==> config.mk <==
export PLATFORM = sky130hd
export DESIGN_NAME = prefetch_unit_flat
export DESIGN_NICKNAME = d
export VERILOG_FILES = /design/src/rtl/pcpu_pkg.sv /design/src/rtl/prefetch_unit_if.sv /design/src/rtl/instr_fifo.sv /design/src/rtl/prefetch_unit.sv /design/src/flat_wrapper.sv
export SDC_FILE = /design/constraint.sdc
export NUM_CORES = 1
export LEC_CHECK = 0
export BUFFER_PORTS_ARGS = -buffer_cell sky130_fd_sc_hd__buf_2
export CORE_AREA = 10 10 123 208
export DETAILED_ROUTE_END_ITERATION = 8
export DIE_AREA = 0 0 133 218
export GPL_TIMING_DRIVEN = 0
export SYNTH_ARGS = -nofsm -noshare
export SYNTH_HDL_FRONTEND = slang
export SYNTH_SLANG_ARGS = --single-unit
==> constraint.sdc <==
create_clock -name clk -period 7.5 [get_ports clk]
set_input_delay 1.5 -clock clk [delete_from_list [all_inputs] [get_ports clk]]
set_output_delay 1.5 -clock clk [all_outputs]
set_load 0.02 [all_outputs]
==> src/rtl/pcpu_pkg.sv <==
// Shared definitions for the instruction prefetch unit: default parameter
// values and the fetch FSM state encoding.
package pcpu_pkg;

  localparam int unsigned DEF_ADDR_W    = 16;
  localparam int unsigned DEF_INSTR_W   = 32;
  localparam int unsigned DEF_DEPTH     = 4;
  localparam int unsigned DEF_RESET_VEC = 0;

  // IDLE: no request outstanding; REQ: mem_req asserted;
  // WAIT: accepted, data pending; DROP: accepted, data to be discarded.
  typedef enum logic [1:0] {
    ST_IDLE = 2'd0,
    ST_REQ  = 2'd1,
    ST_WAIT = 2'd2,
    ST_DROP = 2'd3
  } fetch_state_e;

endpackage

==> src/rtl/prefetch_unit_if.sv <==
// Core/memory-side signal bundle of the prefetch unit.
//   core side : redirect, pc_in, deq -> ; <- out_valid, out_instr, out_addr
//   mem side  : <- mem_req, mem_addr ; mem_cack, mem_ready, mem_data ->
// slave  : the prefetch unit's view.
// master : the view of whatever drives core and memory (core + arbiter).
interface prefetch_unit_if
  import pcpu_pkg::*;
#(
  parameter int unsigned ADDR_W  = DEF_ADDR_W,
  parameter int unsigned INSTR_W = DEF_INSTR_W
) ();

  logic               redirect;
  logic [ADDR_W-1:0]  pc_in;
  logic               deq;
  logic               out_valid;
  logic [INSTR_W-1:0] out_instr;
  logic [ADDR_W-1:0]  out_addr;
  logic               mem_req;
  logic [ADDR_W-1:0]  mem_addr;
  logic               mem_cack;
  logic               mem_ready;
  logic [INSTR_W-1:0] mem_data;

  modport slave (
    input  redirect, pc_in, deq, mem_cack, mem_ready, mem_data,
    output out_valid, out_instr, out_addr, mem_req, mem_addr
  );

  modport master (
    output redirect, pc_in, deq, mem_cack, mem_ready, mem_data,
    input  out_valid, out_instr, out_addr, mem_req, mem_addr
  );

endinterface

==> src/rtl/instr_fifo.sv <==
// Registered FIFO holding fetched {address, instruction} entries.
//   clk, rst     : clock, synchronous active-high reset
//   flush_i      : empty the queue (wins over push and pop)
//   push_i/data_i: write tail (ignored when full unless popping)
//   pop_i        : remove head (ignored when empty)
//   valid_o      : head entry valid (registered)
//   full_o       : DEPTH entries held (registered)
//   data_o       : head entry
module instr_fifo #(
  parameter int unsigned WIDTH = 48,
  parameter int unsigned DEPTH = 4
) (
  input  logic             clk,
  input  logic             rst,
  input  logic             flush_i,
  input  logic             push_i,
  input  logic [WIDTH-1:0] data_i,
  input  logic             pop_i,
  output logic             valid_o,
  output logic             full_o,
  output logic [WIDTH-1:0] data_o
);

  localparam int unsigned PTR_W = $clog2(DEPTH);
  localparam int unsigned CNT_W = $clog2(DEPTH) + 1;

  logic [WIDTH-1:0] mem_q [DEPTH];
  logic [PTR_W-1:0] rd_ptr_q, rd_ptr_d, wr_ptr_q, wr_ptr_d;
  logic [CNT_W-1:0] count_q, count_d;
  logic             valid_q, valid_d, full_q, full_d;
  logic             do_push, do_pop;

  // Next-state: flush first, then pop/push (pointers wrap as DEPTH is 2^n)
  always_comb begin
    do_pop   = pop_i && valid_q && !flush_i;
    do_push  = push_i && (!full_q || do_pop) && !flush_i;
    rd_ptr_d = rd_ptr_q;
    wr_ptr_d = wr_ptr_q;
    count_d  = count_q;
    if (flush_i) begin
      rd_ptr_d = '0;
      wr_ptr_d = '0;
      count_d  = '0;
    end else begin
      if (do_pop)  rd_ptr_d = rd_ptr_q + PTR_W'(1);
      if (do_push) wr_ptr_d = wr_ptr_q + PTR_W'(1);
      count_d = count_q + CNT_W'(do_push) - CNT_W'(do_pop);
    end
    valid_d = (count_d != '0);
    full_d  = (count_d == CNT_W'(DEPTH));
  end

  // Control state
  always_ff @(posedge clk) begin
    if (rst) begin
      rd_ptr_q <= '0;
      wr_ptr_q <= '0;
      count_q  <= '0;
      valid_q  <= 1'b0;
      full_q   <= 1'b0;
    end else begin
      rd_ptr_q <= rd_ptr_d;
      wr_ptr_q <= wr_ptr_d;
      count_q  <= count_d;
      valid_q  <= valid_d;
      full_q   <= full_d;
    end
  end

  // Storage array, no reset needed: entries are only read while valid
  always_ff @(posedge clk) begin
    if (do_push) mem_q[wr_ptr_q] <= data_i;
  end

  assign valid_o = valid_q;
  assign full_o  = full_q;
  assign data_o  = mem_q[rd_ptr_q];

endmodule

==> src/rtl/prefetch_unit.sv <==
// Instruction prefetch unit: fetches sequential instruction words from a
// memory arbiter (one request outstanding at most) into a small queue the
// core drains; redirect flushes the queue and restarts at a new address.
//   clk, rst : clock, synchronous active-high reset
//   bus      : core side (redirect, pc_in, deq, out_*) and
//              memory side (mem_req, mem_addr, mem_cack, mem_ready, mem_data)
module prefetch_unit
  import pcpu_pkg::*;
#(
  parameter int unsigned ADDR_W    = DEF_ADDR_W,
  parameter int unsigned INSTR_W   = DEF_INSTR_W,
  parameter int unsigned DEPTH     = DEF_DEPTH,
  parameter int unsigned RESET_VEC = DEF_RESET_VEC
) (
  input logic            clk,
  input logic            rst,
  prefetch_unit_if.slave bus
);

  localparam int unsigned WIDTH = ADDR_W + INSTR_W;

  fetch_state_e      state_q, state_d;
  logic [ADDR_W-1:0] fetch_pc_q, fetch_pc_d;
  logic              mem_req_q;
  logic [ADDR_W-1:0] req_addr;
  logic              push;
  logic              fifo_valid, fifo_full;
  logic [WIDTH-1:0]  fifo_head;

  // fetch_pc already advanced on accept, so the outstanding address is one back
  assign req_addr = fetch_pc_q - ADDR_W'(1);

  // State register
  always_ff @(posedge clk) begin
    if (rst) begin
      state_q    <= ST_IDLE;
      fetch_pc_q <= ADDR_W'(RESET_VEC);
      mem_req_q  <= 1'b0;
    end else begin
      state_q    <= state_d;
      fetch_pc_q <= fetch_pc_d;
      mem_req_q  <= (state_d == ST_REQ);
    end
  end

  // Next-state and queue write
  always_comb begin
    state_d    = state_q;
    fetch_pc_d = fetch_pc_q;
    push       = 1'b0;
    if (bus.redirect) begin
      fetch_pc_d = bus.pc_in;
      case (state_q)
        ST_IDLE: state_d = ST_REQ;
        ST_REQ:  state_d = bus.mem_cack ? ST_DROP : ST_REQ;
        // Data arriving with the redirect is dropped and closes the
        // outstanding request, so fetching can restart immediately.
        ST_WAIT,
        ST_DROP: state_d = bus.mem_ready ? ST_REQ : ST_DROP;
        default: state_d = ST_IDLE;
      endcase
    end else begin
      case (state_q)
        ST_IDLE: if (!fifo_full) state_d = ST_REQ;
        ST_REQ: begin
          if (bus.mem_cack) begin
            state_d    = ST_WAIT;
            fetch_pc_d = fetch_pc_q + ADDR_W'(1);
          end
        end
        ST_WAIT: begin
          if (bus.mem_ready) begin
            state_d = ST_IDLE;
            push    = 1'b1;
          end
        end
        ST_DROP: if (bus.mem_ready) state_d = ST_IDLE;
        default: state_d = ST_IDLE;
      endcase
    end
  end

  instr_fifo #(
    .WIDTH (WIDTH),
    .DEPTH (DEPTH)
  ) u_fifo (
    .clk     (clk),
    .rst     (rst),
    .flush_i (bus.redirect),
    .push_i  (push),
    .data_i  ({req_addr, bus.mem_data}),
    .pop_i   (bus.deq),
    .valid_o (fifo_valid),
    .full_o  (fifo_full),
    .data_o  (fifo_head)
  );

  assign bus.mem_req   = mem_req_q;
  assign bus.mem_addr  = fetch_pc_q;
  assign bus.out_valid = fifo_valid;
  assign bus.out_addr  = fifo_head[WIDTH-1:INSTR_W];
  assign bus.out_instr = fifo_head[INSTR_W-1:0];

endmodule

==> src/flat_wrapper.sv <==
// flat-port wrapper written by rule: the top's interface ports become plain ports
module prefetch_unit_flat import pcpu_pkg::*;
#(
  parameter int unsigned ADDR_W    = DEF_ADDR_W,
  parameter int unsigned INSTR_W   = DEF_INSTR_W,
  parameter int unsigned DEPTH     = DEF_DEPTH,
  parameter int unsigned RESET_VEC = DEF_RESET_VEC
)
  (clk, rst, bus_redirect, bus_pc_in, bus_deq, bus_mem_cack, bus_mem_ready, bus_mem_data, bus_out_valid, bus_out_instr, bus_out_addr, bus_mem_req, bus_mem_addr);
  prefetch_unit_if #(.ADDR_W(ADDR_W), .INSTR_W(INSTR_W)) bus_i ();
  input logic clk;
  input logic rst;
  input wire logic [$bits(bus_i.redirect)-1:0] bus_redirect;
  input wire logic [$bits(bus_i.pc_in)-1:0] bus_pc_in;
  input wire logic [$bits(bus_i.deq)-1:0] bus_deq;
  input wire logic [$bits(bus_i.mem_cack)-1:0] bus_mem_cack;
  input wire logic [$bits(bus_i.mem_ready)-1:0] bus_mem_ready;
  input wire logic [$bits(bus_i.mem_data)-1:0] bus_mem_data;
  output wire logic [$bits(bus_i.out_valid)-1:0] bus_out_valid;
  output wire logic [$bits(bus_i.out_instr)-1:0] bus_out_instr;
  output wire logic [$bits(bus_i.out_addr)-1:0] bus_out_addr;
  output wire logic [$bits(bus_i.mem_req)-1:0] bus_mem_req;
  output wire logic [$bits(bus_i.mem_addr)-1:0] bus_mem_addr;
  assign bus_i.redirect = bus_redirect;
  assign bus_i.pc_in = bus_pc_in;
  assign bus_i.deq = bus_deq;
  assign bus_i.mem_cack = bus_mem_cack;
  assign bus_i.mem_ready = bus_mem_ready;
  assign bus_i.mem_data = bus_mem_data;
  assign bus_out_valid = bus_i.out_valid;
  assign bus_out_instr = bus_i.out_instr;
  assign bus_out_addr = bus_i.out_addr;
  assign bus_mem_req = bus_i.mem_req;
  assign bus_mem_addr = bus_i.mem_addr;
  prefetch_unit #(.ADDR_W(ADDR_W), .INSTR_W(INSTR_W), .DEPTH(DEPTH), .RESET_VEC(RESET_VEC)) u_core (.clk(clk), .rst(rst), .bus(bus_i));
endmodule
# Word-level counts from Yosys, hierarchy flattened
# Memories as Yosys holds them, arrays and structs flattened. A register that Yosys moved wholly into a read port is not among the register bits.
# Index checks and enable logic that the tools add are counted.
dict set report totals {
  regBits 28
  latchBits 0
  ram_bits 192
  mem_bits_ro 0
  word_cells 53
  memories 1
}
# memory words word_bits read_ports rd_ports_with_merged_regs wr line_no
set memory_table {}
lappend memory_table {u_core.u_fifo.mem_q 4 48 1 1 1 instr_fifo.sv:27} ;# logic [WIDTH-1:0] mem_q [DEPTH];
dict set report op_classes {
  addsub 6
  mul 0
  div 0
  order_cmp 0
  eq_ne 5
  n_shift 0
  muxes 19
  bitwise 0
  reduce_logical 14
}
# op n
set op_table {}
lappend op_table {{16-bit 2-to-1 mux} 3}
lappend op_table {{16-bit by 1-bit adder with 16-bit output (second input constant)} 1}
lappend op_table {{2-bit 2-to-1 mux} 8}
lappend op_table {{16-bit by 1-bit subtractor with 16-bit output (second input constant)} 1}
lappend op_table {{2-bit one-hot mux with 3 select lines} 2}
lappend op_table {{1-bit 2-to-1 mux} 5}
lappend op_table {{2-bit by 1-bit adder with 2-bit output (second input constant)} 2}
lappend op_table {{2-bit by 1-bit equality test with 1-bit output (second input constant)} 2}
lappend op_table {{2-bit equality test (second input constant)} 2}
lappend op_table {{1-bit logical AND} 4}
lappend op_table {{2-bit nonzero test} 2}
lappend op_table {{2-bit OR reduction} 2}
lappend op_table {{3-bit by 1-bit adder with 3-bit output} 1}
lappend op_table {{3-bit equality test (second input constant)} 1}
lappend op_table {{3-bit 2-to-1 mux} 1}
lappend op_table {{3-bit nonzero test} 1}
lappend op_table {{3-bit by 1-bit subtractor with 3-bit output} 1}
lappend op_table {{1-bit logical NOT} 2}
lappend op_table {{2-bit logical NOT} 1}
lappend op_table {{2-bit AND reduction} 1}
lappend op_table {{1-bit logical OR} 1}

# Depth between registers and ports, before layout
dict set report logic_depth {
  word_depth 9
  mapped_depth 13
  depth_no_buf 12
}

# Cells and area by module
# Synthesis repeated with hierarchy kept, for this count alone.
dict set report hier_totals {
  cells_unflattened 469
  area_unflattened_um2 8803.4
}
# module instances cells_per_inst area_per_inst_um2 seq_area_each_um2
set by_module_without_submodules {}
lappend by_module_without_submodules {instr_fifo 1 303 7449.6 5985.7}
lappend by_module_without_submodules {prefetch_unit 1 166 1353.8 380.4}

# Worst setup path after synthesis
# No wires, ideal clock.
dict set report synth_timing {
  path_type {input-to-reg}
  start {in bus_redirect}
  end {reg u_core.u_fifo.valid_q (netlist: u_core.u_fifo.valid_o)}
  t_arrival_ns 3.775
  required_ns 7.373
  slack_ns 3.598
  stages 13
  path_buffers 1
  path_cell_list {and3b_1 -> clkbuf_1 -> o2111a_1 -> inv_1 -> ha_1 -> inv_1 -> ha_1 -> inv_1 -> fa_1 -> xor2_1 -> xnor2_1 -> nor2_1 -> or3_1}
}
dict set report synth_via {
  elab_chain_cells 9
  word_cells_on_any_way 10
}
# item line_no
set synth_rtl {}
lappend synth_rtl {{start: declaration} flat_wrapper.sv:13} ;# input wire logic [$bits(bus_i.redirect)-1:0] bus_redirect;
lappend synth_rtl {{1-bit logical NOT (*)} instr_fifo.sv:35} ;# do_pop = pop_i && valid_q && !flush_i;
lappend synth_rtl {{1-bit logical AND (*)} instr_fifo.sv:35}
lappend synth_rtl {{via u_core.u_fifo.do_pop} instr_fifo.sv:31} ;# logic do_push, do_pop;
lappend synth_rtl {{1-bit logical OR} instr_fifo.sv:36} ;# do_push = push_i && (!full_q || do_pop) && !flush_i;
lappend synth_rtl {{1-bit logical AND (2 in series)} instr_fifo.sv:36}
lappend synth_rtl {{3-bit by 1-bit adder with 3-bit output} instr_fifo.sv:47} ;# count_d = count_q + CNT_W'(do_push) - CNT_W'(do_pop);
lappend synth_rtl {{3-bit by 1-bit subtractor with 3-bit output (*)} instr_fifo.sv:47}
lappend synth_rtl {{3-bit 2-to-1 mux (*)} instr_fifo.sv:40} ;# if (flush_i) begin
lappend synth_rtl {{3-bit nonzero test (*)} instr_fifo.sv:49} ;# valid_d = (count_d != '0);
lappend synth_rtl {{end signal: assignment} instr_fifo.sv:65} ;# valid_q <= valid_d;
lappend synth_rtl {{end: declaration} instr_fifo.sv:30} ;# logic valid_q, valid_d, full_q, full_d;
# Mark *: on every way through the listed nets, which the timed path passes. The rest lies on a longest branch.
# A chain may end at the register's enable or synchronous reset.

==> impl_results.md <==
* Cell row count at 72
* Syn avg cell area at 18.6 sq um
* CP arrival at 2750 ps
* Core area at 22100 sq um
* Initial antenna violation count at 1
* Crit Path Class: reg2out
* Post-DP HPWL at 12.7 mm
* Die Ht at 218 um
* Routed WL at 18.2 mm
* Die area at 29000 sq um
* Most frequent cell after synthesis: edfxtp_1
* Clock Latency Late Sink at 490 ps
* CTS tree: built
* Mapped Nets at 529
* Fin area at 10300 sq um
* Initial Util at 39.2%
* Power Density at 235 nW/um^2
* Die width at 133 um
* Yosys warns at 0
* Synth top area share at 66.6%
* Final hold violations at 0
* 1st-iter DRT viols at 283
* DRC errors left at 0
* H-tree depth at 1
* Antenna-violating nets left at 0
* Post-synth top area cell: edfxtp_1
* Final Setup Violations at 0
* Layout cells sized above 1 at 34.2%
* Mapped Area at 8660 sq um
* Slew @ Worst Pin at 903 ps
* Setup TNS at 0 ps
* R2R Setup Slk at 4430 ps
* Drt wl/cell at 19.8 um
* Max-cap viol count at 0
* N_diodes at 0
* Max Fanout on Critical Path at 10
* Vias per cell at 4.97
* # hold bufs at CTS at 0
* Setup bufs post-CTS at 0
* Clock Skew at 8.20 ps
* Max-slew violations at 0
* Synth Register Bits at 222
* Final worst path period share at 56.6%
* Top FF cell, synth: edfxtp_1
* FILL cells at 1932
* Clock sinks at 222
* Unrepaired setup endpoints after global routing: false
* DR pass1 iterations at 5
* Register-to-Register Path Depth at 13
* Root buffer cell: clkbuf_16
* Via count at 4577
* Vias in the first global route at 5241
* Grt total ovfl at 0
* RD Place Congestion at 0.836
* Peak VDD IR at 0.166 mV
* Hold path startpoint: u_core.u_fifo.rd_ptr_q[1]
* IO Pins at 120
* Fmax at 236 MHz
* EDFF count, synth at 192
* Gate Count Post-Synth at 466
* Layout Nets at 674
* Clk pin slew, worst setup/hold paths at 60 ps
* Slew margin rel. at 39.8%
* R2r startpoint: u_core.u_fifo.valid_o
* Area growth from synthesis to layout at 19.2%
* Clock period minus worst slack at 4250 ps
* CP required at 6000 ps
* Worst setup EP type: primary output
* TritonCTS buffer count at 21
* Largest net degree at the start of global routing at 31
* Min-Delay Path Class: reg2reg
* Clock buffer depth at 3
* Sequential-to-total area share from yosys stat at 73.5%
* Critical R2R Capture: u_core.u_fifo.valid_o
* Cell variety after synth at 38
* Hold Crit Depth at 2
* P_leak at 3.49 nW
* Total track usage at 12.6%
* Commonest cells post-synth: edfxtp_1, mux4_2, dfxtp_1
* Fraction of registers with async set/reset at 0%
* Placed instance area at 9720 sq um
* Ranking of synthesized cells by area: edfxtp_1, mux4_2, dfxtp_1
* Post_cts resized at 0
* Outcome: completed
* Pwr Total at 2.43 mW
* Startpoint Class: register
* Global-route wire length before repair at 28.8 mm
* I/O Buffers at 118
cells by family after synthesis:
kind of cell | after synthesis | synth area share, %
buffers and inverters | 39 | 1.75
xor gates and xnor gates | 28 | 2.83
AOI/OAI and AO/OA | 26 | 2.18
adders and majority gates | 9 | 1.39
and+or+nand+nor | 91 | 5.53
muxes | 51 | 12.8
DFF | 222 | 73.5
per-layer routing:
metal / share of wire [%] / vias to the layer above / GRT usage [%]
li1: - / 2139 / -
met1: 36 / 2295 / 12.5
met2: 57 / 116 / 24.6
met3: 5.6 / 25 / 3.16
met4: 1.6 / 2 / 3.68
met5: 0.071 / - / 0
cell usage in the layout (no fill, tap or decap), types with 6 or more instances in the layout:
| master | instances |
|---|---|
| ha_1 | 8 |
| a211oi_1 | 8 |
| clkinv_2 | 6 |
| edfxtp_1 | 192 |
| xnor2_1 | 17 |
| nor2_1 | 27 |
| clkbuf_1 | 20 |
| nor4_1 | 8 |
| dfxtp_1 | 30 |
| clkbuf_16 | 21 |
| nor3_1 | 6 |
| inv_1 | 13 |
| xor2_1 | 11 |
| nand4_1 | 6 |
| nand2_1 | 18 |
| mux4_2 | 48 |
| buf_2 | 122 |
power by group:
part | total (mW) | switching (mW) | internal [mW]
Clock | 0.950 | 0.431 | 0.518
Combinational | 0.110 | 0.0708 | 0.0395
Sequential | 1.37 | 0.0105 | 1.36
worst max-delay path by stage:
stage	startpoint	endpoint	slack, ps
2_1_floorplan	bus_redirect	u_core.u_fifo.valid_o	3600
3_3_place_gp	bus_redirect	u_core.u_fifo.mem_q[1][22]	2510
3_5_place_dp	bus_redirect	u_core.u_fifo.valid_o	3030
4_1_cts	register	bus_out_addr[0]	3130
5_1_grt	register	bus_out_addr[0]	3000
6_report	register	bus_out_addr[10]	3250
per-stage QoR:
stage | setup slack (ps) | utilization [%] | instances | hold slack, ps
2_1_floorplan | 3600 | - | 466 | 485
3_3_place_gp | 2510 | 43.6 | 880 | 519
3_5_place_dp | 3030 | 44.0 | 884 | 508
4_1_cts | 3130 | 46.8 | 921 | 536
5_1_grt | 3000 | 46.8 | 921 | 577
6_report | 3250 | 46.8 | 921 | 526
state kept, by name, indices dropped and copies added, names as in the netlist, named ones only:
signal	cells
u_core.u_fifo.mem_q	192
u_core.u_fifo.wr_ptr_q	2
u_core.bus.mem_addr	16
u_core.u_fifo.rd_ptr_q	2
u_core.u_fifo.full_o	1
u_core.u_fifo.valid_o	1
u_core.state_q	2
u_core.bus.mem_req	1
u_core.u_fifo.count_q	3
critical path, stage by stage (launching register included):
cell     delay [ps]
dfxtp_1         360
buf_2           360
buf_1           710
mux4_2          640
buf_2           190
final cells by class:
| cell class | count | area [sq um] | area share, % |
|---|---|---|---|
| Buffer | 25 | 98.8 | 0.957 |
| Clock buffer | 25 | 541 | 5.23 |
| Inverter | 14 | 52.6 | 0.509 |
| Multi-Input combinational cell | 205 | 2150 | 20.8 |
| Clock inverter | 12 | 71.3 | 0.691 |
| Tap cell | 296 | 370 | 3.59 |
| Timing Repair Buffer | 122 | 678 | 6.57 |
| Sequential cell | 222 | 6370 | 61.6 |
(Power assumes the default switching activity.)
